File: config.mk
export PLATFORM = sky130hd
export DESIGN_NAME = periph_reg_fabric
export DESIGN_NICKNAME = d
export VERILOG_FILES = /design/src/rtl/periph_reg_fabric.sv
export SDC_FILE = /design/constraint.sdc
export NUM_CORES = 1
export LEC_CHECK = 0
export BUFFER_PORTS_ARGS = -buffer_cell sky130_fd_sc_hd__buf_2
export CAP_MARGIN = 20
export CORE_AREA = 2 2 118 120
export CTS_CLUSTER_DIAMETER = 150
export DETAILED_ROUTE_END_ITERATION = 7
export DIE_AREA = 0 0 120 122
export MAX_ROUTING_LAYER = met4
export PLACE_DENSITY = 0.76
export SLEW_MARGIN = 15
export SYNTH_ARGS = -nofsm -noshare
export SYNTH_HDL_FRONTEND = slang
export SYNTH_SLANG_ARGS = --single-unit
File: constraint.sdc
create_clock -name app_clk -period 2 [get_ports app_clk]
set_input_delay 0.3 -clock app_clk [delete_from_list [all_inputs] [get_ports app_clk]]
set_output_delay 0.3 -clock app_clk [all_outputs]
set_load 0.005 [all_outputs]
File: src/rtl/periph_reg_fabric.sv
// periph_reg_fabric: single-outstanding register bus bridge from one master
// to NUM_SLV peripheral slots, with ack timeout, decode error and error stats.
module periph_reg_fabric #(
  parameter int unsigned NUM_SLV  = 5,
  parameter int unsigned SEL_W    = 3,
  parameter int unsigned SLV_AW   = 6,
  parameter int unsigned TIMEOUT  = 255,
  parameter logic [31:0] ERR_DATA = 32'hDEAD_DEAD
) (
  input  logic                      app_clk,
  input  logic                      app_rst,
  input  logic                      reg_cs,
  input  logic                      reg_wr,
  input  logic [SEL_W+SLV_AW-1:0]   reg_addr,
  input  logic [31:0]               reg_wdata,
  input  logic [3:0]                reg_be,
  output logic [31:0]               reg_rdata,
  output logic                      reg_ack,
  output logic                      reg_err,
  output logic [NUM_SLV-1:0]        slv_cs,
  output logic                      slv_wr,
  output logic [SLV_AW-1:0]         slv_addr,
  output logic [31:0]               slv_wdata,
  output logic [3:0]                slv_be,
  input  logic [NUM_SLV*32-1:0]     slv_rdata,
  input  logic [NUM_SLV-1:0]        slv_ack,
  input  logic                      err_clr,
  output logic                      err_sticky,
  output logic [7:0]                err_cnt
);

  localparam int unsigned AW    = SEL_W + SLV_AW;
  localparam int unsigned CNT_W = 16;
  localparam logic [CNT_W-1:0] WAIT_LAST = CNT_W'(TIMEOUT - 1);

  typedef enum logic [1:0] {S_IDLE, S_REQ, S_RESP} state_e;

  state_e               state_q, state_d;
  logic [SEL_W-1:0]     slot_q, slot_d;
  logic                 wr_q, wr_d;
  logic [SLV_AW-1:0]    addr_q, addr_d;
  logic [31:0]          wdata_q, wdata_d;
  logic [3:0]           be_q, be_d;
  logic [CNT_W-1:0]     cnt_q, cnt_d;
  logic [NUM_SLV-1:0]   cs_q, cs_d;
  logic                 ack_q, ack_d;
  logic                 err_q, err_d;
  logic [31:0]          rdata_q, rdata_d;
  logic                 sticky_q, sticky_d;
  logic [7:0]           ecnt_q, ecnt_d;

  logic [SEL_W-1:0]     slot_in;
  logic                 slot_ok;
  logic [NUM_SLV-1:0]   onehot_in;
  logic                 sel_ack;
  logic [31:0]          sel_rdata;
  logic                 err_now;

  assign slot_in = reg_addr[AW-1 -: SEL_W];

  // Slot decode of the incoming address and mux of the selected slave's response
  always_comb begin
    slot_ok   = 32'(slot_in) < NUM_SLV;
    onehot_in = '0;
    sel_ack   = 1'b0;
    sel_rdata = '0;
    for (int unsigned i = 0; i < NUM_SLV; i++) begin
      if (slot_in == SEL_W'(i)) onehot_in[i] = 1'b1;
      if (slot_q == SEL_W'(i)) begin
        sel_ack   = slv_ack[i];
        sel_rdata = slv_rdata[32*i +: 32];
      end
    end
  end

  // Next-state and registered-output logic for the transaction FSM
  always_comb begin
    state_d = state_q;
    slot_d  = slot_q;
    wr_d    = wr_q;
    addr_d  = addr_q;
    wdata_d = wdata_q;
    be_d    = be_q;
    cnt_d   = cnt_q;
    cs_d    = '0;
    ack_d   = 1'b0;
    err_d   = 1'b0;
    rdata_d = '0;
    case (state_q)
      S_IDLE: begin
        if (reg_cs) begin
          slot_d  = slot_in;
          wr_d    = reg_wr;
          addr_d  = reg_addr[SLV_AW-1:0];
          wdata_d = reg_wdata;
          be_d    = reg_be;
          if (slot_ok) begin
            state_d = S_REQ;
            cs_d    = onehot_in;
            cnt_d   = '0;
          end else begin
            state_d = S_RESP;
            ack_d   = 1'b1;
            err_d   = 1'b1;
            rdata_d = reg_wr ? 32'd0 : ERR_DATA;
          end
        end
      end
      S_REQ: begin
        if (!reg_cs) begin
          // master withdrew: drop the select silently
          state_d = S_IDLE;
        end else if (sel_ack) begin
          state_d = S_RESP;
          ack_d   = 1'b1;
          rdata_d = wr_q ? 32'd0 : sel_rdata;
        end else if (cnt_q == WAIT_LAST) begin
          state_d = S_RESP;
          ack_d   = 1'b1;
          err_d   = 1'b1;
          rdata_d = wr_q ? 32'd0 : ERR_DATA;
        end else begin
          cnt_d = cnt_q + CNT_W'(1);
          cs_d  = cs_q;
        end
      end
      S_RESP:  state_d = S_IDLE;
      default: state_d = S_IDLE;
    endcase
  end

  // Error status: sticky flag and saturating count, clear loses to a new error
  always_comb begin
    err_now  = (state_q == S_RESP) && err_q;
    sticky_d = sticky_q;
    ecnt_d   = ecnt_q;
    if (err_clr) begin
      sticky_d = err_now;
      ecnt_d   = err_now ? 8'd1 : 8'd0;
    end else if (err_now) begin
      sticky_d = 1'b1;
      ecnt_d   = (ecnt_q == 8'hFF) ? ecnt_q : ecnt_q + 8'd1;
    end
  end

  // State and output registers with synchronous reset
  always_ff @(posedge app_clk) begin
    if (app_rst) begin
      state_q  <= S_IDLE;
      slot_q   <= '0;
      wr_q     <= 1'b0;
      addr_q   <= '0;
      wdata_q  <= '0;
      be_q     <= '0;
      cnt_q    <= '0;
      cs_q     <= '0;
      ack_q    <= 1'b0;
      err_q    <= 1'b0;
      rdata_q  <= '0;
      sticky_q <= 1'b0;
      ecnt_q   <= '0;
    end else begin
      state_q  <= state_d;
      slot_q   <= slot_d;
      wr_q     <= wr_d;
      addr_q   <= addr_d;
      wdata_q  <= wdata_d;
      be_q     <= be_d;
      cnt_q    <= cnt_d;
      cs_q     <= cs_d;
      ack_q    <= ack_d;
      err_q    <= err_d;
      rdata_q  <= rdata_d;
      sticky_q <= sticky_d;
      ecnt_q   <= ecnt_d;
    end
  end

  assign reg_rdata  = rdata_q;
  assign reg_ack    = ack_q;
  assign reg_err    = err_q;
  assign slv_cs     = cs_q;
  assign slv_wr     = wr_q;
  assign slv_addr   = addr_q;
  assign slv_wdata  = wdata_q;
  assign slv_be     = be_q;
  assign err_sticky = sticky_q;
  assign err_cnt    = ecnt_q;

endmodule

Word-level counts from Yosys, hierarchy flattened
Index checks and enable logic that the tools add are counted.
{"block": "totals", "regBits": 112, "input_bits": 215, "wordCells": 102}
{"block": "op_classes", "addsub": 2, "n_lt_le_gt_ge": 1, "n_eq_ne": 19, "muxes": 57, "reduce_logical": 10}
{"operator": "2-to-1 mux 32 bit", "count": 13}
{"operator": "2-to-1 mux 16 bit", "count": 5}
{"operator": "one-hot mux 32 bit (2 select lines)", "count": 1}
{"operator": "one-hot mux 16 bit (2 select lines)", "count": 1}
{"operator": "2-to-1 mux 5 bit", "count": 5}
{"operator": "2-to-1 mux 8 bit", "count": 3}
{"operator": "2-to-1 mux 1 bit", "count": 20}
{"operator": "adder 16 x 1 -> 16 bit (second input constant)", "count": 1}
{"operator": "== test 16 x 8 -> 1 bit (second input constant)", "count": 1}
{"operator": "== test 3 x 2 -> 1 bit (second input constant)", "count": 4}
{"operator": "!= test 2 bit (second input constant)", "count": 6}
{"operator": "2-to-1 mux 2 bit", "count": 5}
{"operator": "one-hot mux 5 bit (2 select lines)", "count": 1}
{"operator": "adder 8 x 1 -> 8 bit (second input constant)", "count": 1}
{"operator": "== test 8 bit (second input constant)", "count": 1}
{"operator": "== test 3 x 1 -> 1 bit (second input constant)", "count": 2}
{"operator": "== test 3 bit (second input constant)", "count": 2}
{"operator": "logical NOT 3 bit", "count": 2}
{"operator": "AND reduction 2 bit", "count": 3}
{"operator": "AND reduction 6 bit", "count": 1}
{"operator": "!= test 4 bit (second input constant)", "count": 1}
{"operator": "one-hot mux 1 bit (2 select lines)", "count": 2}
{"operator": "one-hot mux 2 bit (2 select lines)", "count": 1}
{"operator": "nonzero test 2 bit", "count": 2}
{"operator": "5 further kinds", "count": 5}

Longest topological paths before layout
{"block": "depth", "ltp_word": 10, "mapped_depth": 9}

Least setup slack after synthesis
Ideal clock, no wire load.
{"block": "synth_timing", "path_type": "register -> register", "start": "reg cnt_q[0]", "end": "reg cnt_q[11]", "arrival_ns": 1.953, "slack_ns": -0.023, "path_stages_with_launch": 9, "path_cell_list": "dfxtp_1 > inv_1 > ha_1 > or4b_1 > nor3_1 > a31o_2 > o21a_4 > or4_1 > a21oi_1"}
{"block": "synth_via", "elab_chain_len": 5, "elab_cells_between_ends": 8}
{"element": "start: declaration", "line_no": "44", "text": "logic [CNT_W-1:0] cnt_q, cnt_d;"}
{"element": "start signal: assignment", "line_no": "169", "text": "cnt_q <= cnt_d;"}
{"element": "adder 16 x 1 -> 16 bit", "line_no": "123", "text": "cnt_d = cnt_q + CNT_W'(1);"}
{"element": "2-to-1 mux 16 bit", "line_no": "117", "text": "end else if (cnt_q == WAIT_LAST) begin"}
{"element": "2-to-1 mux 16 bit", "line_no": "113", "text": "end else if (sel_ack) begin"}
{"element": "2-to-1 mux 16 bit", "line_no": "110", "text": "if (!reg_cs) begin"}
{"element": "one-hot mux 16 bit (2 select lines)", "line_no": "89", "text": "case (state_q)"}
Parallel ways exist; a longest one is shown, timed or not. The select of a mux whose other input is x is not followed.
A chain may end at the register's enable or synchronous reset.

Worst setup path after layout
{"block": "layout_timing", "start": "reg cnt_q[0]", "end": "reg cnt_q[12]"}
Same word-level chain as after synthesis.

==> metrics.txt <==
instance count of the mapped netlist=579; TritonCTS clock tree=yes; Ports=306; Final Hold Viols=0; Placed Instances=1,045; worst path arrival time=2.22 ns; fin. max-slew vios=0; row cnt=43; P per Cell Area=685.1 nW/um^2; n_diodes=0; critical path data required time=2.28 ns; Final nets=1,098; Tot Pwr=0.005075 W; synth top area cells=dfxtp_1 (43%), mux4_2 (14%), nand2_1 (7.2%), a21oi_1 (6.4%), a22oi_1 (4.7%); deepest clock path buffer count=2; Die W=120 um; Clock Sinks=112; TritonCTS Buffers=9; #FFs+latches synth=112; Routed Wire Length=17,420 um; Crit Path Max Fanout=7; hpwl dp=13,300 um; Hold Path Depth=3; core area=13,500 um^2; Post-synth EDFFs=0; GRT Residual Overflow=0; FF-to-FF End=cnt_q[12]; Fillers=1,239; Post-DP Area=7034 um^2; hold buffers post-CTS=0; Min-Delay Startpoint=reg_wdata[12]; Hold/Removal Path Class=input port to flip-flop; Residual DRC=0; DRT iter0 DRCs=340; H-tree depth=3; layout cell share with drive strength beyond 1=45.88%; Design Area, Final=7408 um^2; Post-Layout Cell Count=1,065; Slew headroom=65.22%; Final ANT Viol Nets=0; DIE AREA=14,640 um^2; Peak supply drop=0.6516 mV; Leakage Power=3.374 nW; Global Route met3 Usage=6.882%; Vias/cell=5.210; largest net degree at the start of global routing=50; Yosys top cell area share=42.63%; drt wl/cell=16.35 um; post-synthesis sequential area ratio=42.63%; Post-Syn Area=5260 um^2; Setup violations, final=0; syn_area_per_cell=9.085 um^2; Setup crit start kind=flip-flop; R2R Setup Slk=0.06 ns; multi-input logic area=2900 um^2; Max Cap Viol=0; WHS Endpoint=slv_wdata[12]; status=finished clean; Yosys warning total=0; first-pass GRT wire length=25,650 um; Worst Tran Pin Value=0.5217 ns; Final Core Density=54.86%; via count=5,549; Initial Utilization=38.95%; overall routing resource usage=23.09%; Clock Tree Root=clkbuf_16; fmax=515.8 MHz; RD Place Congestion=0.8702; Unique masters post-synth=49; worst r2r path cells=8; largest area contributor in the netlist=dfxtp_1; GR Util met1=27.64%; fin crit share=96.94%; worst skew pair latency=0.35 ns; Worst Setup End Kind=flip-flop; Detailed Routing Iterations Pass 1=6; Area Overhead vs Synth=40.84%; WS Path Type=flip-flop to flip-flop; Die Y=122 um; Reg-to-Reg Start=cnt_q[0]; clk_skew=0.007075 ns; vias in the first global route=5,251; I/O Buffers=305; RSZ-0062 raised after global routing=yes; register area=2250 um^2; syn_nets=797; ys async rst share=0%; GR Util met2=37.61%; antenna violations before repair=0; Clock Pin Slew Worst Setup and Hold Paths=0.08 ns; Post-synth top flop=dfxtp_1; GRT busiest layer=met2; Min Clock Period, post-route=1.939 ns
## layer usage
| metal | part of all wire, % | up-vias |
|---|---|---|
| met1 | 41 | 2574 |
| met5 | 0 | - |
| met3 | 8.6 | 28 |
| met4 | 2.2 | 0 |
| met2 | 48 | 268 |
| li1 | - | 2679 |
## sequential cells by signal, summed over array words and instances (netlist names), 2 cells and up
register	count
reg_rdata	32
slv_wdata	32
cnt_q	16
err_cnt	8
slv_addr	6
slv_cs	5
slv_be	4
slot_q	3
state_q	2
## where the power goes
group          total [W]  leakage [nW]  internal [W]  switching (W)
clock            0.00169         0.130      0.000859       0.000834
sequential       0.00236         0.914       0.00232      0.0000474
combinational    0.00102          2.33      0.000519       0.000499
total            0.00508          3.37       0.00369        0.00138
## worst max-delay path, cell delays in order (launching register included)
cell and delay [ns]:
dfxtp_2 0.33, inv_2 0.03, ha_2 0.16, or4b_4 0.21, nor3_4 0.04, a31o_4 0.27
o21a_4 0.25, or4_1 0.46, a21oi_1 0.12
## how the worst max path moves through the flow
stage                  start         to  slack [ns]  cells after the start
finish              cnt_q[0]  cnt_q[12]        0.06                      8
global placement    cnt_q[0]  cnt_q[12]        0.02                      8
floorplan           cnt_q[1]   cnt_q[7]        0.03                      8
CTS                 cnt_q[0]  cnt_q[12]      -0.003                      8
detailed placement  cnt_q[0]  cnt_q[12]       -0.01                      8
global route        cnt_q[0]  cnt_q[12]       -0.02                      8
## layout make-up
cell class	instances	share of cell area, %
flip-flops and latches	112	30.37
multi-input cells	422	39.15
repair buffers	330	23.48
well taps	180	3.040
clock inverters	5	0.5742
clock buffers	11	3.141
inverters	5	0.2533
## layout by cell type (no fill, tap or decap), drive strengths merged, types with 2 or more instances in the layout
cell type  count
or2            4
o21ai         15
mux4          32
nand2        101
a21o           2
or3           10
or4            4
and2           2
xnor2          3
a32oi          2
nor2          54
nor4           4
mux2i          3
inv            5
nor3b          2
xor2           3
nand2b         3
and3           5
a21oi         67
nor3          11
nand4          3
clkinv         4
o31ai          3
a22oi         33
clkbuf        11
buf          330
dfxtp        112
ha             3
o21a          28
nand3         16
## kinds of logic after synthesis
kind of cell	after synthesis	share of synthesized area, %
AO/OA/AOI/OAI	152	18.03
XOR/XNOR	6	0.9992
adder cells (fa/ha/maj)	3	0.7137
buffers and inverters	48	4.091
flip-flops	112	42.63
multiplexers	35	14.27
AND/OR/NAND/NOR	223	19.27
## repair_timing
item,CTS,global route
resized for setup,0,17
setup buffers,0,1
cloned,1,2
pin swaps,0,7
setup endpoints to repair,2,39
## cell usage after synthesis, drive strengths merged (3+ instances only)
library cell,count
ha,3
mux4,32
inv,4
nand2,101
a22oi,33
xnor2,3
clkbuf,29
nor2,54
a21oi,67
nand4,3
buf,14
nand2b,3
mux2i,3
nand3,16
and3,5
or3,10
o31ai,3
or4,4
xor2,3
nor3,11
o21ai,15
o21a,25
or2,4
dfxtp,112
nor4,4
## per-stage QoR
step / hold WS, ns / setup WS, ns / setup TNS, ns
floorplan: 0.4360 / 0.03032 / 0
global placement: 0.4385 / 0.02359 / 0
detailed placement: 0.4441 / -0.01498 / -0.01498
CTS: 0.1662 / -0.003368 / -0.005547
global route: 0.1660 / -0.01936 / -0.03192
finish: 0.1802 / 0.06111 / 0
No activity file was read; power rests on OpenSTA's default activity.
